<file path="src/rtl/alarm_ringer.sv">
// ============================================================================
// Module   : alarm_ringer
// Brief    : Alarm session controller: gated 1 s on / 1 s off buzzer tone with
//            dismiss, auto-timeout and (ALARM_RINGER_SNOOZE_EN) limited snooze.
// Revision : 1.0 - initial release
// ============================================================================
`default_nettype none

module alarm_ringer #(
  parameter int CLK_FREQ_HZ    = 100_000_000,
  parameter int TONE_HZ        = 2000,
  parameter int RING_TIMEOUT_S = 60,
  parameter int SNOOZE_S       = 300,
  parameter int MAX_SNOOZES    = 3
) (
  input  logic clk,
  input  logic reset,
  input  logic alarm_trigger,
  input  logic sec_tick,
  input  logic dismiss_btn,
  input  logic snooze_btn,
  output logic buzzer,
  output logic ringing,
  output logic snoozed
);

  localparam int c_HALF   = CLK_FREQ_HZ / (2 * TONE_HZ);
  localparam int c_DIV_W  = (c_HALF > 1) ? $clog2(c_HALF) : 1;
  localparam int c_RING_W = (RING_TIMEOUT_S > 1) ? $clog2(RING_TIMEOUT_S) : 1;
  localparam int c_SNZ_W  = (SNOOZE_S > 1) ? $clog2(SNOOZE_S) : 1;
  localparam int c_USED_W = (MAX_SNOOZES + 1 > 1) ? $clog2(MAX_SNOOZES + 1) : 1;

  localparam logic [c_DIV_W-1:0]  c_DIV_LAST  = c_DIV_W'(c_HALF - 1);
  localparam logic [c_RING_W-1:0] c_RING_LAST = c_RING_W'(RING_TIMEOUT_S - 1);
  localparam logic [c_SNZ_W-1:0]  c_SNZ_LAST  = c_SNZ_W'(SNOOZE_S - 1);
  localparam logic [c_USED_W-1:0] c_USED_MAX  = c_USED_W'(MAX_SNOOZES);

`ifdef ALARM_RINGER_SNOOZE_EN
  localparam logic c_SNOOZE_EN = 1'b1;
`else
  localparam logic c_SNOOZE_EN = 1'b0;
`endif

  typedef enum logic [1:0] {
    ST_IDLE    = 2'd0,
    ST_RINGING = 2'd1,
    ST_SNOOZE  = 2'd2
  } state_t;

  state_t              r_state, w_state_nxt;
  logic                r_trg_q, r_dis_q, r_snz_q;
  logic [c_RING_W-1:0] r_ring_cnt, w_ring_nxt;
  logic [c_SNZ_W-1:0]  r_snz_cnt, w_snzc_nxt;
  logic [c_USED_W-1:0] r_used, w_used_nxt;
  logic [c_DIV_W-1:0]  r_div, w_div_nxt;
  logic                r_tone, w_tone_nxt;
  logic                r_gate, w_gate_nxt;
  logic                r_buzzer, w_buz_nxt;
  logic                w_enter_ring;
  logic                w_trg, w_dis, w_snz;

  // Edge regs reset high so a level already asserted at reset release is not an event.
  assign w_trg = alarm_trigger & ~r_trg_q;
  assign w_dis = dismiss_btn & ~r_dis_q;
  assign w_snz = snooze_btn & ~r_snz_q & c_SNOOZE_EN;

  always_ff @(posedge clk or posedge reset) begin
    if (reset) begin
      r_state    <= ST_IDLE;
      r_trg_q    <= 1'b1;
      r_dis_q    <= 1'b1;
      r_snz_q    <= 1'b1;
      r_ring_cnt <= '0;
      r_snz_cnt  <= '0;
      r_used     <= '0;
      r_div      <= '0;
      r_tone     <= 1'b0;
      r_gate     <= 1'b0;
      r_buzzer   <= 1'b0;
    end else begin
      r_state    <= w_state_nxt;
      r_trg_q    <= alarm_trigger;
      r_dis_q    <= dismiss_btn;
      r_snz_q    <= snooze_btn;
      r_ring_cnt <= w_ring_nxt;
      r_snz_cnt  <= w_snzc_nxt;
      r_used     <= w_used_nxt;
      r_div      <= w_div_nxt;
      r_tone     <= w_tone_nxt;
      r_gate     <= w_gate_nxt;
      r_buzzer   <= w_buz_nxt;
    end
  end

  always_comb begin
    w_state_nxt  = r_state;
    w_ring_nxt   = r_ring_cnt;
    w_snzc_nxt   = r_snz_cnt;
    w_used_nxt   = r_used;
    w_div_nxt    = r_div;
    w_tone_nxt   = r_tone;
    w_gate_nxt   = r_gate;
    w_enter_ring = 1'b0;

    case (r_state)
      ST_IDLE: begin
        if (w_trg) begin
          w_state_nxt  = ST_RINGING;
          w_enter_ring = 1'b1;
          w_used_nxt   = '0;
        end
      end
      ST_RINGING: begin
        if (w_dis) begin
          w_state_nxt = ST_IDLE;
        end else if (w_snz && (r_used < c_USED_MAX)) begin
          w_state_nxt = ST_SNOOZE;
          w_used_nxt  = r_used + c_USED_W'(1);
          w_snzc_nxt  = '0;
        end else begin
          if (r_div == c_DIV_LAST) begin
            w_div_nxt  = '0;
            w_tone_nxt = ~r_tone;
          end else begin
            w_div_nxt = r_div + c_DIV_W'(1);
          end
          // The final tick ends the session, so the counter never wraps.
          if (sec_tick) begin
            if (r_ring_cnt == c_RING_LAST) begin
              w_state_nxt = ST_IDLE;
            end else begin
              w_ring_nxt = r_ring_cnt + c_RING_W'(1);
              w_gate_nxt = ~r_gate;
            end
          end
        end
      end
      ST_SNOOZE: begin
        if (w_dis) begin
          w_state_nxt = ST_IDLE;
        end else if (w_trg) begin
          w_state_nxt  = ST_RINGING;
          w_enter_ring = 1'b1;
          w_used_nxt   = '0;
        end else if (sec_tick) begin
          if (r_snz_cnt == c_SNZ_LAST) begin
            w_state_nxt  = ST_RINGING;
            w_enter_ring = 1'b1;
          end else begin
            w_snzc_nxt = r_snz_cnt + c_SNZ_W'(1);
          end
        end
      end
      default: begin
        w_state_nxt = ST_IDLE;
      end
    endcase

    if (w_enter_ring) begin
      w_ring_nxt = '0;
      w_gate_nxt = 1'b1;
      w_div_nxt  = '0;
      w_tone_nxt = 1'b0;
    end

    w_buz_nxt = (w_state_nxt == ST_RINGING) & w_tone_nxt & w_gate_nxt;
  end

  assign buzzer  = r_buzzer;
  assign ringing = (r_state == ST_RINGING);

`ifdef ALARM_RINGER_SNOOZE_EN
  assign snoozed = (r_state == ST_SNOOZE);
`else
  assign snoozed = 1'b0;
`endif

endmodule

`default_nettype wire

</file>
<file path="config.mk">
export PLATFORM = sky130hd
export DESIGN_NAME = alarm_ringer
export DESIGN_NICKNAME = d
export VERILOG_FILES = /design/src/rtl/alarm_ringer.sv
export SDC_FILE = /design/constraint.sdc
export NUM_CORES = 1
export LEC_CHECK = 0
export BUFFER_PORTS_ARGS = -buffer_cell sky130_fd_sc_hd__buf_2
export CAP_MARGIN = 20
export CORE_MARGIN = 1
export CORE_UTILIZATION = 54
export CTS_CLUSTER_SIZE = 8
export DETAILED_ROUTE_END_ITERATION = 16
export GPL_TIMING_DRIVEN = 0
export HOLD_SLACK_MARGIN = 0.02
export PLACE_DENSITY = 0.75
export SYNTH_ARGS = -nofsm -noshare
export SYNTH_HDL_FRONTEND = slang
export SYNTH_SLANG_ARGS = --single-unit
</file>
<file path="constraint.sdc">
create_clock -name clk -period 2.1 [get_ports clk]
set_input_delay 0 -clock clk [delete_from_list [all_inputs] [get_ports clk]]
set_output_delay 0 -clock clk [all_outputs]
set_load 0.02 [all_outputs]
</file>
Yosys cells after proc, flatten, opt, wreduce, memory -nomap -nowiden
Cells that the tools add are included.
{ "word_totals": {"regBits": 37, "input_bits": 6, "wordCells": 70} }
{ "op_classes": {"add_sub_neg": 3, "eq_ne": 8, "mux": 33, "bitwise_logic": 11, "reduce_logical": 6} }
{ "op_table": {"columns": ["op", "n"], "rows": [
  ["15-bit 2-to-1 mux", 4],
  ["6-bit 2-to-1 mux", 5],
  ["2-bit 2-to-1 mux", 8],
  ["15-bit by 1-bit adder with 15-bit output (second input constant)", 1],
  ["15-bit equality test (second input constant)", 1],
  ["1-bit 2-to-1 mux", 14],
  ["9-bit by 1-bit adder with 9-bit output (second input constant)", 1],
  ["9-bit equality test (second input constant)", 1],
  ["1-bit inverter", 7],
  ["6-bit by 1-bit adder with 6-bit output (second input constant)", 1],
  ["6-bit equality test (second input constant)", 1],
  ["2-bit case mux with 3 select lines", 1],
  ["5-bit AND reduction", 1],
  ["1-bit AND", 4],
  ["2-bit by 1-bit equality test with 1-bit output (second input constant)", 2],
  ["2-bit != test (second input constant)", 2],
  ["4-bit AND reduction", 1],
  ["2-bit nonzero test", 2],
  ["2-bit equality test (second input constant)", 1],
  ["2-bit zero test", 1],
  ["1-bit case mux with 2 select lines", 1],
  ["2-bit AND reduction", 1]
]} }

Longest topological paths before layout
Gate-level depths: netlist of run 1.
{ "logic_depth": {"ltp_word": 9, "mapped_depth": 8, "mapped_depth_nobuf": 6} }

Worst setup path before layout of run 1
No wires, ideal clock.
{ "synth_path": {"path_kind": "reg2reg", "startpoint": "reg r_snz_cnt[0]", "endpoint": "reg r_div[8]", "arrival_time_ns": 2.001, "required_ns": 2.023, "path_slack_ns": 0.021, "stages_incl_launch_ff": 7, "path_buffers": 0, "synth_period_minus_slack_ns": 2.079, "path_cell_list": "dfrtp_1 -> ha_1 -> nand3_1 -> nor4_4 -> a211oi_1 -> or4b_2 -> a21oi_1"} }
{ "synth_between": {"elab_chain_len": 8, "word_cells_on_any_way": 10} }
{ "synth_rtl": {"columns": ["element", "line", "rtl"], "rows": [
  ["from (decl)", "53", "logic [c_SNZ_W-1:0] r_snz_cnt, w_snzc_nxt;"],
  ["from (signal assigned)", "86", "r_snz_cnt <= w_snzc_nxt;"],
  ["9-bit equality test *", "146", "if (r_snz_cnt == c_SNZ_LAST) begin"],
  ["1-bit 2-to-1 mux *", "146", null],
  ["1-bit 2-to-1 mux *", "145", "end else if (sec_tick) begin"],
  ["1-bit 2-to-1 mux *", "141", "end else if (w_trg) begin"],
  ["1-bit 2-to-1 mux *", "139", "if (w_dis) begin"],
  ["1-bit case mux with 2 select lines *", "105", "case (r_state)"],
  ["2-bit != test (no source line) or 2-bit nonzero test (tied branches)", null, null],
  ["2-bit AND reduction (no source line)", null, null],
  ["to (signal assigned)", "88", "r_div <= w_div_nxt;"],
  ["to (decl)", "55", "logic [c_DIV_W-1:0] r_div, w_div_nxt;"]
]} }
Mark *: on every way between the ends. The rest lies on a longest branch, timed or not.
A chain may end at the register's enable or synchronous reset.

Final worst setup path of run 1
{ "layout_path": {"startpoint": "reg r_div[3]", "endpoint": "reg r_div[2]"} }
{ "layout_between": {"elab_chain_len": 5} }
{ "layout_rtl": {"columns": ["element", "line", "rtl"], "rows": [
  ["15-bit equality test", "121", "if (r_div == c_DIV_LAST) begin"],
  ["15-bit 2-to-1 mux", "121", null],
  ["15-bit 2-to-1 mux", "114", "if (w_dis) begin"],
  ["15-bit 2-to-1 mux", "105", null],
  ["15-bit 2-to-1 mux", "159", "if (w_enter_ring) begin"]
]} }
No other way between the ends. The select of a mux whose other input is x is not followed.

==> metrics.yaml, run 1 <==
run_status:
  outcome: "finished with violations"
  failed_checks: "setup timing"
power_and_ir_drop:
  vdd_drop_max_mv: 0.465
  finalPower_w: 0.00172
  p_switching_w: 0.000503
  power.internal_w: 0.00121
  seqPwrFrac_pct: 49.4
  swShare_pct: 29.3
  power_frac_clock_pct: 30.7
  power_frac_comb_pct: 20.0
  power_density_mw_per_mm2: 695
  p_leak_nw: 1.04
global_routing:
  grt_antenna_before_repair: 0
  grt_pass1_vias: 1571
  grt-ovfl-total: 0
  grt_max_degree: 22
  grtUsageTotal_pct: 25.2
  grt_first_pass_wirelength_mm: 6.91
finish:
  fill_cells: 228
  drive_gt1_share_pct: 31.4
  syn2layout_area_growth_pct: 27.0
  layout_commonest_cell: "dfrtp_1"
  fin_util_pct: 72.9
  n_antenna_cell: 0
  final_cell_mix: "dfrtp_1 (33), nand2_1 (23), buf_4 (15), nand3_1 (11), a21oi_2 (11)"
  nets: 244
worst_setup_path:
  rr_worst_depth: 6
  reg2reg_setup_slack_ns: -0.06
  end_kind: "flip-flop"
  crit_required_ns: 2.33
  critPathMaxStageDelay_ns: 0.53
  crit_path_cell_trace: "or4bb_4 > nor4_4 > nand3_2 > a21boi_4 > buf_6 > a21oi_2"
  cp-start-kind: "flip-flop"
  cp_num_buf_inv: 1
  criticalPathCategory: "flip-flop to flip-flop"
  critPathSlowestCell: "or4bb_4"
  cp.depth: 6
  crit-reg2reg-launch: "r_div[3]"
  cp.arrival_ns: 2.39
  rr_endpoint: "r_div[2]"
  crit_family: "simple AND/OR/NAND/NOR gates"
  crit_start: "r_div[3]"
  path_max_fanout: 5
die:
  die_x_um: 62.0
  die_area_sq_mm: 0.00384
  ios: 9
  die_h_um: 62.0
  rows: 21
  design.core.area_sq_mm: 0.00339
  initial_core_util_pct: 57.4
placement:
  dp_slack_ns: -0.421
  port_buffers: 6
  place_hpwl_mm: 2.74
  place_congestion: 0.858
route:
  postRouteAntennaNets: 0
  dr.pass1.iters: 5
  drc: 0
  wl_per_cell_um: 16.3
  num_vias: 1765
  drt-vias-per-instance: 6.26
  drt_iter0_drc: 148
  wl_mm: 4.59
synth:
  ys.flop_type: "dfrtp_1"
  synth-edff-count: 0
  synth_cells: 202
  yosys-top-cells-area: "dfrtp_1 (45%), nand2_1 (4.4%), a21oi_1 (4.1%)"
  yosysSeqAreaShare_pct: 47.7
  synth_area_sq_mm: 0.00194
  synth_cell_types: 44
  yosys.area.top_type: "dfrtp_1"
  synth-seq-cells: 37
  synthArstFlopShare_pct: 100
  avgSynthCellArea_sq_um: 9.63
  synth_fp_nets: 211
  ys_warn_count: 0
  synth_top_area_share_pct: 45.0
flow_run:
  maxCapViolCount: 0
sta:
  rsz0062_at_grt: "true"
  setup_tns_ns: -0.562
  skew_ns: 0.0145
  finalSetupViolations: 12
  hold_viol: 0
  final.setup.worst_slack_ns: -0.0574
  min_period_ns: 2.16
  slew_viol_final: 0
  fmax_ghz: 0.464
  post-route-period-util_pct: 103
  worstMarginPinSlew_ns: 0.708
  relSlewSlack_pct: 52.8
clocking:
  cts.sinks: 37
  clock_path_buffers: 2
  cts_tree: "built"
  clock_latency_ns: 0.35
  cts-buffers-inserted: 5
  clk_pin_slew_ns: 0.12
  htreeDepth: 2
  cts_root_buffer: "clkbuf_4"
hold_path:
  hp-class: "input port to asynchronous set/reset pin"
-- power by group through the flow --
stage	sequential (W)	combinational (W)	clock (W)
2_1_floorplan	0.000842	0.000194	0
3_3_place_gp	0.000853	0.000241	0
3_5_place_dp	0.000856	0.000263	0
4_1_cts	0.000843	0.000298	0.000537
5_1_grt	0.000857	0.000374	0.000569
6_report	0.000848	0.000343	0.000527
-- state kept, by name, summed over array words and instances (netlist names) --
signal / count
r_state: 2
r_trg_q: 1
r_ring_cnt: 6
buzzer: 1
r_dis_q: 1
r_snz_cnt: 9
r_div: 15
r_gate: 1
r_tone: 1
-- kinds of logic after synthesis --
| group | share of synthesized area (%) |
|---|---|
| other cells | 0.193 |
| xor+xnor | 4.50 |
| fa+ha+maj | 1.93 |
| buf+inv | 3.02 |
| flops | 47.7 |
| mux | 1.16 |
| simple gates | 27.3 |
| compound gates | 14.2 |
-- Yosys cell counts, drive strengths merged (2+ instances only) --
cell and count:
nor4 5, buf 5, nor3 6, or3 9
or4 8, clkbuf 2, o31ai 6, dfrtp 35
o21ai 11, a21oi 16, inv 5, a21o 2
a211oi 2, nand3 13, nand4 6, ha 3
nand2 23, and3 3, dfstp 2, nand2b 3
xnor2 6, xor2 4, and4 3, mux2 2
nor2 8, a22o 2
-- cell type report --
cell class	instances	area, sq um	share of cell area (%)
Inverter	5	18.8	0.760
Clock inverter	1	30.0	1.22
Clock buffer	7	55.1	2.23
Multi-Input combinational cell	153	1100	44.6
Tap cell	46	57.6	2.33
Timing Repair Buffer	28	230	9.32
Buffer	5	45.0	1.82
Sequential cell	37	931	37.7
-- worst min-delay path: stages --
cell,delay [ns]
dlygate4sd3_1,0.53
buf_2,0.12
inv_1,0.51
-- what timing repair did --
item / in CTS / in global routing
pin swaps: 9 / 8
gates resized for setup: 17 / 25
setup buffers: 7 / 8
endpoints found under the hold margin: 19 / 0
cloned: 1 / 1
setup endpoints to repair: 18 / 16
hold buffers: 4 / 0
-- metrics by stage --
| step | hold WS, ns | instances | cell area (sq um) |
|---|---|---|---|
| 2_1_floorplan | 0.00448 | 202 | 1940 |
| 3_3_place_gp | 0.117 | 254 | 2030 |
| 6_report | 0.281 | 282 | 2470 |
| 4_1_cts | 0.285 | 274 | 2320 |
| 5_1_grt | 0.291 | 282 | 2470 |
| 3_5_place_dp | 0.120 | 255 | 2060 |
-- metal layers --
metal	global-route usage [%]	wire, um	up-vias
met5	0	0	-
li1	-	-	815
met4	11.4	104	0
met1	31.6	1990	869
met2	40.0	2240	68
met3	7.66	256	13
-- worst max-delay path by stage --
stage                endpoint
detailed placement  r_div[11]
floorplan            r_div[8]
CTS                  r_div[3]
global placement     r_div[2]
finish               r_div[2]
global route         r_div[5]
(Power assumes the default switching activity.)
==> run 2: changes to the inputs <==
Settings changed: CAP_MARGIN 20 to 0.
Clock period 2.1 ns to 1.84 ns, I/O delays scaled along.
==> run 2 against run 1 <==
Net effect:
- the run still ends with setup timing left
- sequential power up 15%
- critical path depth is the same
- die area is the same
- global-route usage up 3.6 points
- first-iteration DRC count grew 16%
- via count rose by 2.7%
- highest routed layer unchanged
==> metrics.yaml, run 2 (same netlist as run 1, synthesis figures left out) <==
die:
  die_area_sq_mm: 0.00384  # unchanged
  ios: 9  # unchanged
  rows: 21  # unchanged
  die_x_um: 62.0  # unchanged
  initial_core_util_pct: 57.4  # unchanged
  design.core.area_sq_mm: 0.00339  # unchanged
  die_h_um: 62.0  # unchanged
run_status:
  failed_checks: "setup timing"  # unchanged
  outcome: "finished with violations"  # unchanged
flow_run:
  maxCapViolCount: 0  # unchanged
worst_setup_path:
  criticalPathCategory: "flip-flop to flip-flop"  # unchanged
  crit_required_ns: 2.09  # was 2.33 ns
  path_max_fanout: 3  # was 5
  crit-reg2reg-launch: "r_div[4]"  # was r_div[3]
  cp-start-kind: "flip-flop"  # unchanged
  end_kind: "flip-flop"  # unchanged
  critPathSlowestCell: "or4bb_4"  # unchanged
  cp_num_buf_inv: 1  # unchanged
  crit_family: "simple AND/OR/NAND/NOR gates"  # unchanged
  rr_worst_depth: 6  # unchanged
  critPathMaxStageDelay_ns: 0.55  # was 0.53 ns
  crit_start: "r_div[4]"  # was r_div[3]
  rr_endpoint: "r_div[14]"  # was r_div[2]
  reg2reg_setup_slack_ns: -0.21  # was -0.06 ns
  cp.arrival_ns: 2.30  # was 2.39 ns
  crit_path_cell_trace: "or4bb_4 > nor4_4 > nand3_1 > a21boi_4 > buf_4 > o21ai_2"  # was or4bb_4 > nor4_4 > nand3_2 > a21boi_4 > buf_6 > a21oi_2
sta:
  whs_ns: 0.238  # was 0.281 ns
  relSlewSlack_pct: 47.5  # was 52.8%
  slew_viol_final: 0  # unchanged
  fmax_ghz: 0.488  # was 0.464 GHz
  worstMarginPinSlew_ns: 0.786  # was 0.708 ns
  post-route-period-util_pct: 111  # was 103%
  rsz0062_at_grt: "true"  # unchanged
  min_period_ns: 2.05  # was 2.16 ns
  finalSetupViolations: 21  # was 12
  final.setup.worst_slack_ns: -0.207  # was -0.0574 ns
  setup_tns_ns: -2.98  # was -0.562 ns
  hold_viol: 0  # unchanged
  skew_ns: 0.00626  # was 0.0145 ns
route:
  drt-vias-per-instance: 6.29  # was 6.26
  postRouteAntennaNets: 0  # unchanged
  drt_iter0_drc: 172  # was 148
  drc: 0  # unchanged
  wl_mm: 5.31  # was 4.59 mm
  wl_per_cell_um: 18.4  # was 16.3 um
  dr.pass1.iters: 4  # was 5
  num_vias: 1812  # was 1765
placement:
  place_congestion: 0.897  # was 0.858
  place_inst: 254  # was 255
  place_hpwl_mm: 2.90  # was 2.74 mm
  port_buffers: 6  # unchanged
  dp_slack_ns: -0.422  # was -0.421 ns
  place_area_sq_mm: 0.00208  # was 0.00206 sq mm
power_and_ir_drop:
  p_leak_nw: 1.07  # was 1.04 nW
  power_density_mw_per_mm2: 718  # was 695 mW/mm^2
  vdd_drop_max_mv: 0.655  # was 0.465 mV
finish:
  top_register: "r_div"  # unchanged
  final_cell_mix: "dfrtp_1 (34), nand2_1 (22), buf_4 (18), nand3_1 (11), buf_6 (10)"  # was dfrtp_1 (33), nand2_1 (23), buf_4 (15), nand3_1 (11), a21oi_2 (11)
  reg_top3: "r_div x15, r_snz_cnt x9, r_ring_cnt x6"  # unchanged
  finalInstanceArea_sq_mm: 0.00258  # was 0.00247 sq mm
  nets: 251  # was 244
  n_antenna_cell: 0  # unchanged
  largest_register_ffs: 15  # unchanged
  drive_gt1_share_pct: 37.6  # was 31.4%
  fin_cells: 288  # was 282
  layout_commonest_cell: "dfrtp_1"  # unchanged
  syn2layout_area_growth_pct: 32.7  # was 27.0%
global_routing:
  grt_max_degree: 38  # was 22
  grt_antenna_before_repair: 0  # unchanged
  grt-ovfl-total: 0  # unchanged
  grt_first_pass_wirelength_mm: 7.85  # was 6.91 mm
  grt_pass1_vias: 1700  # was 1571
  grtUsageTotal_pct: 28.7  # was 25.2%
clocking:
  clk_pin_slew_ns: 0.11  # was 0.12 ns
  cts_tree: "built"  # unchanged
  cts.sinks: 37  # unchanged
  cts_root_buffer: "clkbuf_4"  # unchanged
  clock_latency_ns: 0.36  # was 0.35 ns
  cts-buffers-inserted: 5  # unchanged
  clock_path_buffers: 2  # unchanged
  htreeDepth: 2  # unchanged
hold_path:
  min_to: "r_ring_cnt[2]"
  hold_depth: 5
  worstHoldStart: "dismiss_btn"
  hp-class: "input port to flip-flop"  # was input port to asynchronous set/reset pin
## run 2: worst max-delay path by stage
stage | end | slack (ns) | cells after the start
after floorplan | r_div[5] | -0.18 | 7
after global placement | r_div[5] | -0.35 | 7
after detailed placement | r_div[12] | -0.42 | 5
after CTS | r_ring_cnt[5] | -0.18 | 6
after global routing | buzzer | -0.26 | 6
final | r_div[14] | -0.21 | 6
## run 2: area by class of cell
class	instances	area, sq um
Tap cell	46	57.6
Inverter	5	18.8
Timing Repair Buffer	34	277
Fill cell	227	810
Clock buffer	7	55.1
Buffer	5	45.0
Sequential cell	37	930
Multi-Input combinational cell	154	1200
## run 2: where the power goes
part           switching [W]  leakage (nW)  total (W)  internal, W
registers          0.0000829         0.493   0.000973     0.000890
logic               0.000236         0.543   0.000426     0.000190
clock network       0.000274        0.0314   0.000454     0.000180
total               0.000592          1.07    0.00185      0.00126
## run 2: per-layer routing
metal | global-route usage [%] | part of all wire, % | vias to the layer above
met5 | 0 | 0 | -
met4 | 11.7 | 2.2 | 0
met3 | 6.83 | 5.1 | 16
met2 | 47.6 | 52 | 72
met1 | 36.2 | 41 | 888
li1 | - | - | 836
## run 2: tightest hold or removal path: stages
cell,delay [ns]
buf_2,0.10
nand2b_1,0.10
nand4_1,0.13
a2111oi_0,0.07
a21o_1,0.16
## run 2: repair_timing
item                                    4_1_cts  5_1_grt
hold buffers                                  3        1
hold endpoints to repair                      3       35
gates cloned                                  3        0
buffers inserted                             17        6
pin swaps                                     9        9
gates resized for setup                      25       30
endpoints found under the setup margin       24       25
## run 2: through the flow
step	total power (W)	utilization, %
6_report	0.00185	76.1
5_1_grt	0.00192	76.1
3_3_place_gp	0.00126	61.5
4_1_cts	0.00178	71.0
2_1_floorplan	0.00120	-
3_5_place_dp	0.00128	61.5
